==> src/rtl/hazard_pkg.sv <==
// Shared definitions for the EX-stage hazard controller: FSM encoding,
// forwarding select bit positions and the register-match helper.
package hazard_pkg;

    typedef enum logic [1:0] {
        RUN    = 2'd0,
        LSTALL = 2'd1,
        FLUSH  = 2'd2
    } state_e;

    localparam int unsigned FWD_RS1 = 0;
    localparam int unsigned FWD_RS2 = 1;

    // True when a source operand actually read by ID is produced by the EX instruction.
    // No x0 check: the decoder never sets regwrite for rd=0.
    function automatic logic src_match(input logic       use_src,
                                       input logic [4:0] src,
                                       input logic       ex_wr,
                                       input logic [4:0] ex_dst);
        return use_src & ex_wr & (ex_dst == src);
    endfunction

endpackage

==> src/rtl/sat_counter.sv <==
// Event counter that sticks at all-ones instead of wrapping.
module sat_counter #(
    parameter int unsigned W = 16
) (
    input  logic         clk,
    input  logic         rst,
    input  logic         inc,
    output logic [W-1:0] count
);

    logic [W-1:0] count_q;

    // Count events, holding at the maximum value.
    always_ff @(posedge clk or posedge rst) begin
        if (rst) begin
            count_q <= '0;
        end else if (inc && (count_q != '1)) begin
            count_q <= count_q + W'(1);
        end
    end

    assign count = count_q;

endmodule

==> src/rtl/exe_hazard_ctl.sv <==
// Hazard controller between ID and the EX/MEM-WB back end: load-use stall,
// redirect flush, registered forwarding selects and bubble flag, event counters.
module exe_hazard_ctl
    import hazard_pkg::*;
#(
    parameter int unsigned CNT_W = 16
) (
    input  logic             clk,
    input  logic             rst,
    input  logic             id_valid,
    input  logic [4:0]       id_rs1,
    input  logic [4:0]       id_rs2,
    input  logic             id_use_rs1,
    input  logic             id_use_rs2,
    input  logic [4:0]       id_rd,
    input  logic             id_regwrite,
    input  logic             id_memtoreg,
    input  logic             ex_redirect,
    output logic             if_id_hold,
    output logic             if_id_flush,
    output logic             nos,
    output logic [1:0]       exe_forwarding,
    output logic [CNT_W-1:0] stall_cnt,
    output logic [CNT_W-1:0] flush_cnt
);

    state_e     state_q, state_d;
    logic [4:0] ex_rd_q;
    logic       ex_regwrite_q;
    logic       ex_memtoreg_q;
    logic       nos_q;
    logic [1:0] fwd_q, fwd_d;

    logic m1, m2, lu, bubble_next;

    // Hazard detection from the ID operands against the instruction now in EX.
    always_comb begin
        m1          = src_match(id_use_rs1, id_rs1, ex_regwrite_q, ex_rd_q);
        m2          = src_match(id_use_rs2, id_rs2, ex_regwrite_q, ex_rd_q);
        lu          = id_valid & ex_memtoreg_q & (m1 | m2);
        // Redirect takes priority: the stalled consumer is being squashed anyway.
        if_id_flush = ex_redirect;
        if_id_hold  = lu & ~ex_redirect;
        bubble_next = ex_redirect | lu | ~id_valid;
        fwd_d       = 2'b00;
        if (!bubble_next) begin
            fwd_d[FWD_RS1] = m1;
            fwd_d[FWD_RS2] = m2;
        end
    end

    // Next-state logic for the stall/flush sequencer.
    always_comb begin
        state_d = state_q;
        unique case (state_q)
            RUN: begin
                if (ex_redirect) begin
                    state_d = FLUSH;
                end else if (lu) begin
                    state_d = LSTALL;
                end
            end
            LSTALL:  state_d = ex_redirect ? FLUSH : RUN;
            FLUSH:   state_d = RUN;
            default: state_d = RUN;
        endcase
    end

    // State register plus EX tracking; a bubble entering EX clears the tracking.
    always_ff @(posedge clk or posedge rst) begin
        if (rst) begin
            state_q       <= RUN;
            nos_q         <= 1'b1;
            fwd_q         <= 2'b00;
            ex_rd_q       <= 5'd0;
            ex_regwrite_q <= 1'b0;
            ex_memtoreg_q <= 1'b0;
        end else begin
            state_q <= state_d;
            nos_q   <= bubble_next;
            fwd_q   <= fwd_d;
            if (bubble_next) begin
                ex_rd_q       <= 5'd0;
                ex_regwrite_q <= 1'b0;
                ex_memtoreg_q <= 1'b0;
            end else begin
                ex_rd_q       <= id_rd;
                ex_regwrite_q <= id_regwrite;
                ex_memtoreg_q <= id_memtoreg;
            end
        end
    end

    assign nos            = nos_q;
    assign exe_forwarding = fwd_q;

    sat_counter #(
        .W(CNT_W)
    ) u_stall_cnt (
        .clk   (clk),
        .rst   (rst),
        .inc   (if_id_hold),
        .count (stall_cnt)
    );

    sat_counter #(
        .W(CNT_W)
    ) u_flush_cnt (
        .clk   (clk),
        .rst   (rst),
        .inc   (ex_redirect),
        .count (flush_cnt)
    );

endmodule

==> config.mk <==
export PLATFORM = sky130hd
export DESIGN_NAME = exe_hazard_ctl
export DESIGN_NICKNAME = d
export VERILOG_FILES = /design/src/rtl/hazard_pkg.sv /design/src/rtl/sat_counter.sv /design/src/rtl/exe_hazard_ctl.sv
export SDC_FILE = /design/constraint.sdc
export NUM_CORES = 1
export LEC_CHECK = 0
export CAP_MARGIN = 25
export CORE_MARGIN = 2
export CORE_UTILIZATION = 33
export DETAILED_ROUTE_END_ITERATION = 10
export GPL_ROUTABILITY_DRIVEN = 1
export PLACE_DENSITY = 0.57
export SLEW_MARGIN = 20
export SYNTH_ARGS = -nofsm -noshare
export SYNTH_HDL_FRONTEND = slang
export SYNTH_HIERARCHICAL = 1
export SYNTH_SLANG_ARGS = --single-unit
==> constraint.sdc <==
create_clock -name clk -period 2.8 [get_ports clk]
set_input_delay 0.56 -clock clk [delete_from_list [all_inputs] [get_ports clk]]
set_output_delay 0.56 -clock clk [all_outputs]
set_load 0.02 [all_outputs]
======== Yosys cells after proc, flatten, opt, wreduce, memory -nomap -nowiden ========
Index checks and enable logic that the tools add are counted.
operators by class
  $add $sub $neg .......................... 2
  $mul .................................... 0
  div/mod/pow operators ................... 0
  order comparisons ....................... 0
  eq/ne operators ......................... 4
  shifts and indexed selects .............. 0
  mux-type cells .......................... 4
  bitwise logic cells ..................... 12
  reductions and logical operators ........ 2
operators with widths
  kind                                                             count
  16-bit by 1-bit adder with 16-bit output, second input constant  2
  16-bit != test, second input constant                            2
  5-bit equality test                                              2
  1-bit bitwise AND                                                7
  5-bit 2-to-1 mux                                                 1
  1-bit OR                                                         3
  1-bit logical AND                                                2
  1-bit 2-to-1 mux                                                 2
  2-bit 2-to-1 mux                                                 1
  1-bit inverter                                                   2
storage, ports and cells
  bits in registers ....................... 42
  latch bits .............................. 0
  RAM bits ................................ 0
  ROM bits ................................ 0
  input port bits ......................... 23
  output and inout port bits .............. 37
  memories ................................ 0

======== Logic depth before layout (Yosys ltp) ========
Gate-level depths: netlist of run 1.
  depth in word-level cells ............... 7
  gate-level depth with buffers ........... 8

======== Cells and area by module ========
The synthesis of run 1 kept the hierarchy.
modules (own cells, without submodules)
  module          instances  cells an instance  area an instance (um^2)  seq. area each (um^2)
  sat_counter     2          71                 805.8                    400.4
  exe_hazard_ctl  1          54                 504.2                    251.5

======== Least setup slack after synthesis of run 1 ========
No wires, ideal clock.
  path kind ............................... input to register
  start point ............................. input id_rs1[4]
  end point ............................... register u_stall_cnt.count_q[14] (netlist: u_stall_cnt/count[14])
  arrival ................................. 2.599 ns
  required time ........................... 2.675 ns
  path slack .............................. 0.077 ns
  cell stages on the path ................. 8
  buffers on the path ..................... 0
  cell sequence ........................... xor2_1 nor4_1 nand2_1 a21oi_1 and4_1 nand3_1 nor2_1 mux2_2
between the ends
  word-level cells in the longest chain between the ends .. 6
ends and longest elaborated chain
  what                  RTL line              source
  from (decl)           exe_hazard_ctl.sv:11  input logic [4:0] id_rs1,
  5-bit equality test   hazard_pkg.sv:20      return use_src & ex_wr & (ex_dst == src);
  1-bit bitwise AND     hazard_pkg.sv:20
  1-bit OR              exe_hazard_ctl.sv:40  lu = id_valid & ex_memtoreg_q & (m1 | m2);
  1-bit bitwise AND     exe_hazard_ctl.sv:40
  1-bit bitwise AND     exe_hazard_ctl.sv:43  if_id_hold = lu & ~ex_redirect;
  via if_id_hold        exe_hazard_ctl.sv:19  output logic if_id_hold,
  1-bit logical AND     sat_counter.sv:17     end else if (inc && (count_q != '1)) begin
  to (signal assigned)  sat_counter.sv:18     count_q <= count_q + W'(1);
  to (decl)             sat_counter.sv:11     logic [W-1:0] count_q;
The timed path passes the listed nets, and every way through them passes these cells.
A chain may end at the register's enable or synchronous reset.

======== Final worst setup path of run 1 ========
  start point ............................. input id_rs1[0]
  end point ............................... register u_stall_cnt.count_q[14] (netlist: u_stall_cnt/count[14])
between the ends
  word-level cells in the longest chain between the ends .. 6
ends and longest elaborated chain
  what                 RTL line
  5-bit equality test  hazard_pkg.sv:20
  1-bit bitwise AND    hazard_pkg.sv:20
  1-bit OR             exe_hazard_ctl.sv:40
  1-bit bitwise AND    exe_hazard_ctl.sv:40
  1-bit bitwise AND    exe_hazard_ctl.sv:43
  1-bit logical AND    sat_counter.sv:17
No other way between the ends.

==> impl_results.md, run 1 <==
- Status: finished, final reports clean
- Area grow syn2layout: 40.4%
- Die Width: approximately 84 um
- Largest net degree at the start of global routing: 17
- Num CTS Buffers: 5
- CP Capture Type: flop
- Maximum clock frequency: 0.392 GHz
- Vias in the first global route: ~1700
- Clock share of power: 0.303
- Vias per inst: 4.88
- Final worst-path cycle share: 0.912
- Iter 0 DRT Violations: 43
- GRT Residual Overflow: 0
- FF-to-FF path depth: 9
- Area contributors post-synth: dfrtp_1 48%, xnor2_1 9.1%, nand2_1 4.3%
- Initial core utilization: 0.337
- Routed wire length: about 4500 um
- Sw Share: 0.291
- Worst Hold Class: reg2reg
- Crit path from: id_rs1[0]
- CP Data Required Time: roughly 3 ns
- Least-Margin Pin Slew: roughly 0.62 ns
- Critical path type: in2reg
- Yosys top cell by area: dfrtp_1
- Worst VDD drop: 550 uV
- Io pins: 60
- Crit path max fanout: 6
- Vias post-DR: between 1500 and 2000
- Skew-Pair Late Insertion Delay: about 0.30 ns
- Tot GR Track Use: 0.141
- DR pass1 iterations: 4
- Clk slew on worst S/H paths: 0.08 ns
- Worst Skew: 0.00551 ns
- Slew Limit Fails: 0
- CTS tree: yes
- Die area: ~7100 um2
- Yosys top cell area share: 0.485
- Synth warn: 6
- Post-Syn Area: 2120 um2
- Setup tns final: 0 ns
- Final number of setup-violating endpoints: 0
- Mapped Cells: between 150 and 200
- Residual DRC count: 0
- Net Sw Power: about 0.46 mW
- Commonest non-fill, non-tap cell in the layout: clkdlybuf4s50_1
- Critical Path Start Type: input pin
- Most frequent cells in the layout: 58 x clkdlybuf4s50_1, 41 x dfrtp_1, 24 x nand2_1
- Syn_nets: between 200 and 250
- Post-synthesis sequential area ratio: 0.497
- ANT nets after route: 0
- CTS sink count: 42
- Count of final hold-check violations: 0
- Die Ht: 84.1 um
- Pint: around 1.1 mW
- CTS max path bufs: 2
- Port Buf Inserts: between 50 and 60
- Critical path capture point: u_stall_cnt/count[14]
- Routed length per placed instance: ~13 um
- Data arrival, critical path: approximately 2.7 ns
- Register share of total power: 0.475
- R2r setup slk: between 0.5 and 0.6 ns
- Gate power share: 0.222
- Max cap viols: 0
- Core footprint: 6280 um2
- Clock Root Buffer: clkbuf_8
- Synthesized flop and latch total: between 40 and 50
- Share of layout cells above drive strength 1: 0.137
- Antenna Cells: 0
- Nets@finish: 294
- P per Cell Area: 527 nW/um2
- Hpwl dp: approximately 3400 um
- Number of antenna violations at the first check in global routing: 0
- GP Congestion: roughly 0.73
- Worst r2r dst: u_stall_cnt/count[14]
- Global-route wire length before repair: 7960 um
- Overall power: between 1.5 and 2 mW
- Unique masters post-synth: 33
- Hold Crit Start: u_stall_cnt/count[15]
- Max transition margin: 0.583
- Avg Inst Size Synth: between 10 and 15 um2
- Min cycle time layout: roughly 2.6 ns
- Static Leakage: between 1 and 1.5 nW
- Worst R2R Start: ex_rd_q[0]
- Rows: 29
- H-tree levels: 2
## worst max-delay path: stages
cell and delay [ns]:
clkdlybuf4s50_1 0.41, xor2_1 0.17, nor4_2 0.30, nand2_1 0.11
a21oi_1 0.20, buf_4 0.17, and4_1 0.22, nand3_1 0.11
nor2_1 0.13, mux2_2 0.34
## timing repair
item                                   CTS  global route
hold buffers                             0             0
resized for setup                        2             2
buffers inserted                         0             1
setup endpoints to repair                1             2
pin swaps                                0             1
endpoints found under the hold margin    0             0
## through the flow
stage | setup slack [ns] | hold WS, ns | instances | util | instance area (um2)
floorplan | 0.0768 | 0.399 | 196 | - | 2120
global placement | -0.227 | 0.508 | 338 | 0.454 | 2850
detailed placement | -0.300 | 0.501 | 338 | 0.454 | 2850
CTS | 0.0544 | 0.511 | 346 | 0.473 | 2970
global route | -0.00219 | 0.546 | 347 | 0.473 | 2970
finish | 0.246 | 0.508 | 347 | 0.473 | 2970
## power groups by stage
stage | logic [mW] | registers [mW] | clock network (mW)
finish | 0.347 | 0.744 | 0.475
detailed placement | 0.348 | 0.756 | 0
CTS | 0.351 | 0.746 | 0.492
global route | 0.374 | 0.761 | 0.531
global placement | 0.347 | 0.758 | 0
floorplan | 0.127 | 0.803 | 0
## layout make-up
cell class                      instances  area [um2]
Tap cell                               77        96.3
Timing Repair Buffer                   68         653
Sequential cell                        42        1050
Clock inverter                          2        37.5
Clock buffer                            6        72.6
Multi-Input combinational cell        149        1050
Fill cell                             600        3310
Inverter                                3        11.3
## registers in the layout (all words and copies together), names as in the netlist
name,cells
u_flush_cnt/count,16
u_stall_cnt/count,16
ex_rd_q,5
exe_forwarding,2
ex_memtoreg_q,1
ex_regwrite_q,1
nos,1
## how the worst min path moves through the flow
stage,depth (start not counted),to
after detailed placement,1,u_stall_cnt/count[15]
after global placement,1,u_flush_cnt/count[15]
after floorplan,1,ex_memtoreg_q
after global routing,1,u_stall_cnt/count[15]
final,1,u_stall_cnt/count[15]
after CTS,1,u_stall_cnt/count[15]
## synthesized netlist by cell type
cell / n
nor2_1: 15
and2_1: 2
nand2_1: 24
nor4_2: 1
nor3b_1: 1
nor4_4: 2
and3_1: 8
dfstp_2: 1
a32o_2: 1
nor4_1: 1
nand2_2: 2
nand2b_1: 3
mux2i_1: 2
and4_2: 2
xor2_1: 10
dfrtp_1: 41
and4_1: 6
nand4_2: 2
mux2_2: 4
buf_1: 1
inv_1: 3
nand4_4: 2
nand4_1: 10
buf_4: 1
nor2b_1: 1
o21a_1: 2
a21oi_1: 5
or2_1: 1
and3_2: 2
nand3_1: 14
xnor2_1: 22
ha_1: 2
nor3_1: 2
## routing by layer
metal  routed length [um]  global-route usage  vias up
li1                     -                   -      839
met2                 2160               0.229       39
met4                   56              0.0440        0
met3                  221              0.0406        6
met5                    0                   0        -
met1                 2050               0.181      810
## kinds of logic (layout without fill, tap and decap cells)
logic type | after synthesis | after routing | synth area share
AND/OR/NAND/NOR | 101 | 101 | 0.293
flip-flops | 42 | 42 | 0.497
XOR/XNOR | 32 | 32 | 0.132
AO/OA/AOI/OAI | 8 | 8 | 0.0242
multiplexers | 6 | 6 | 0.0307
buffers and inverters | 5 | 79 | 0.0106
adder cells (fa/ha/maj) | 2 | 2 | 0.0118
No activity file was read; power rests on OpenSTA's default activity.
==> inputs of run 2 (changes only) <==
Settings changed: CTS_CLUSTER_SIZE from default to 40.
==> results of run 2 <==
The final DEF is identical to that of run 1; final timing and power are the same.
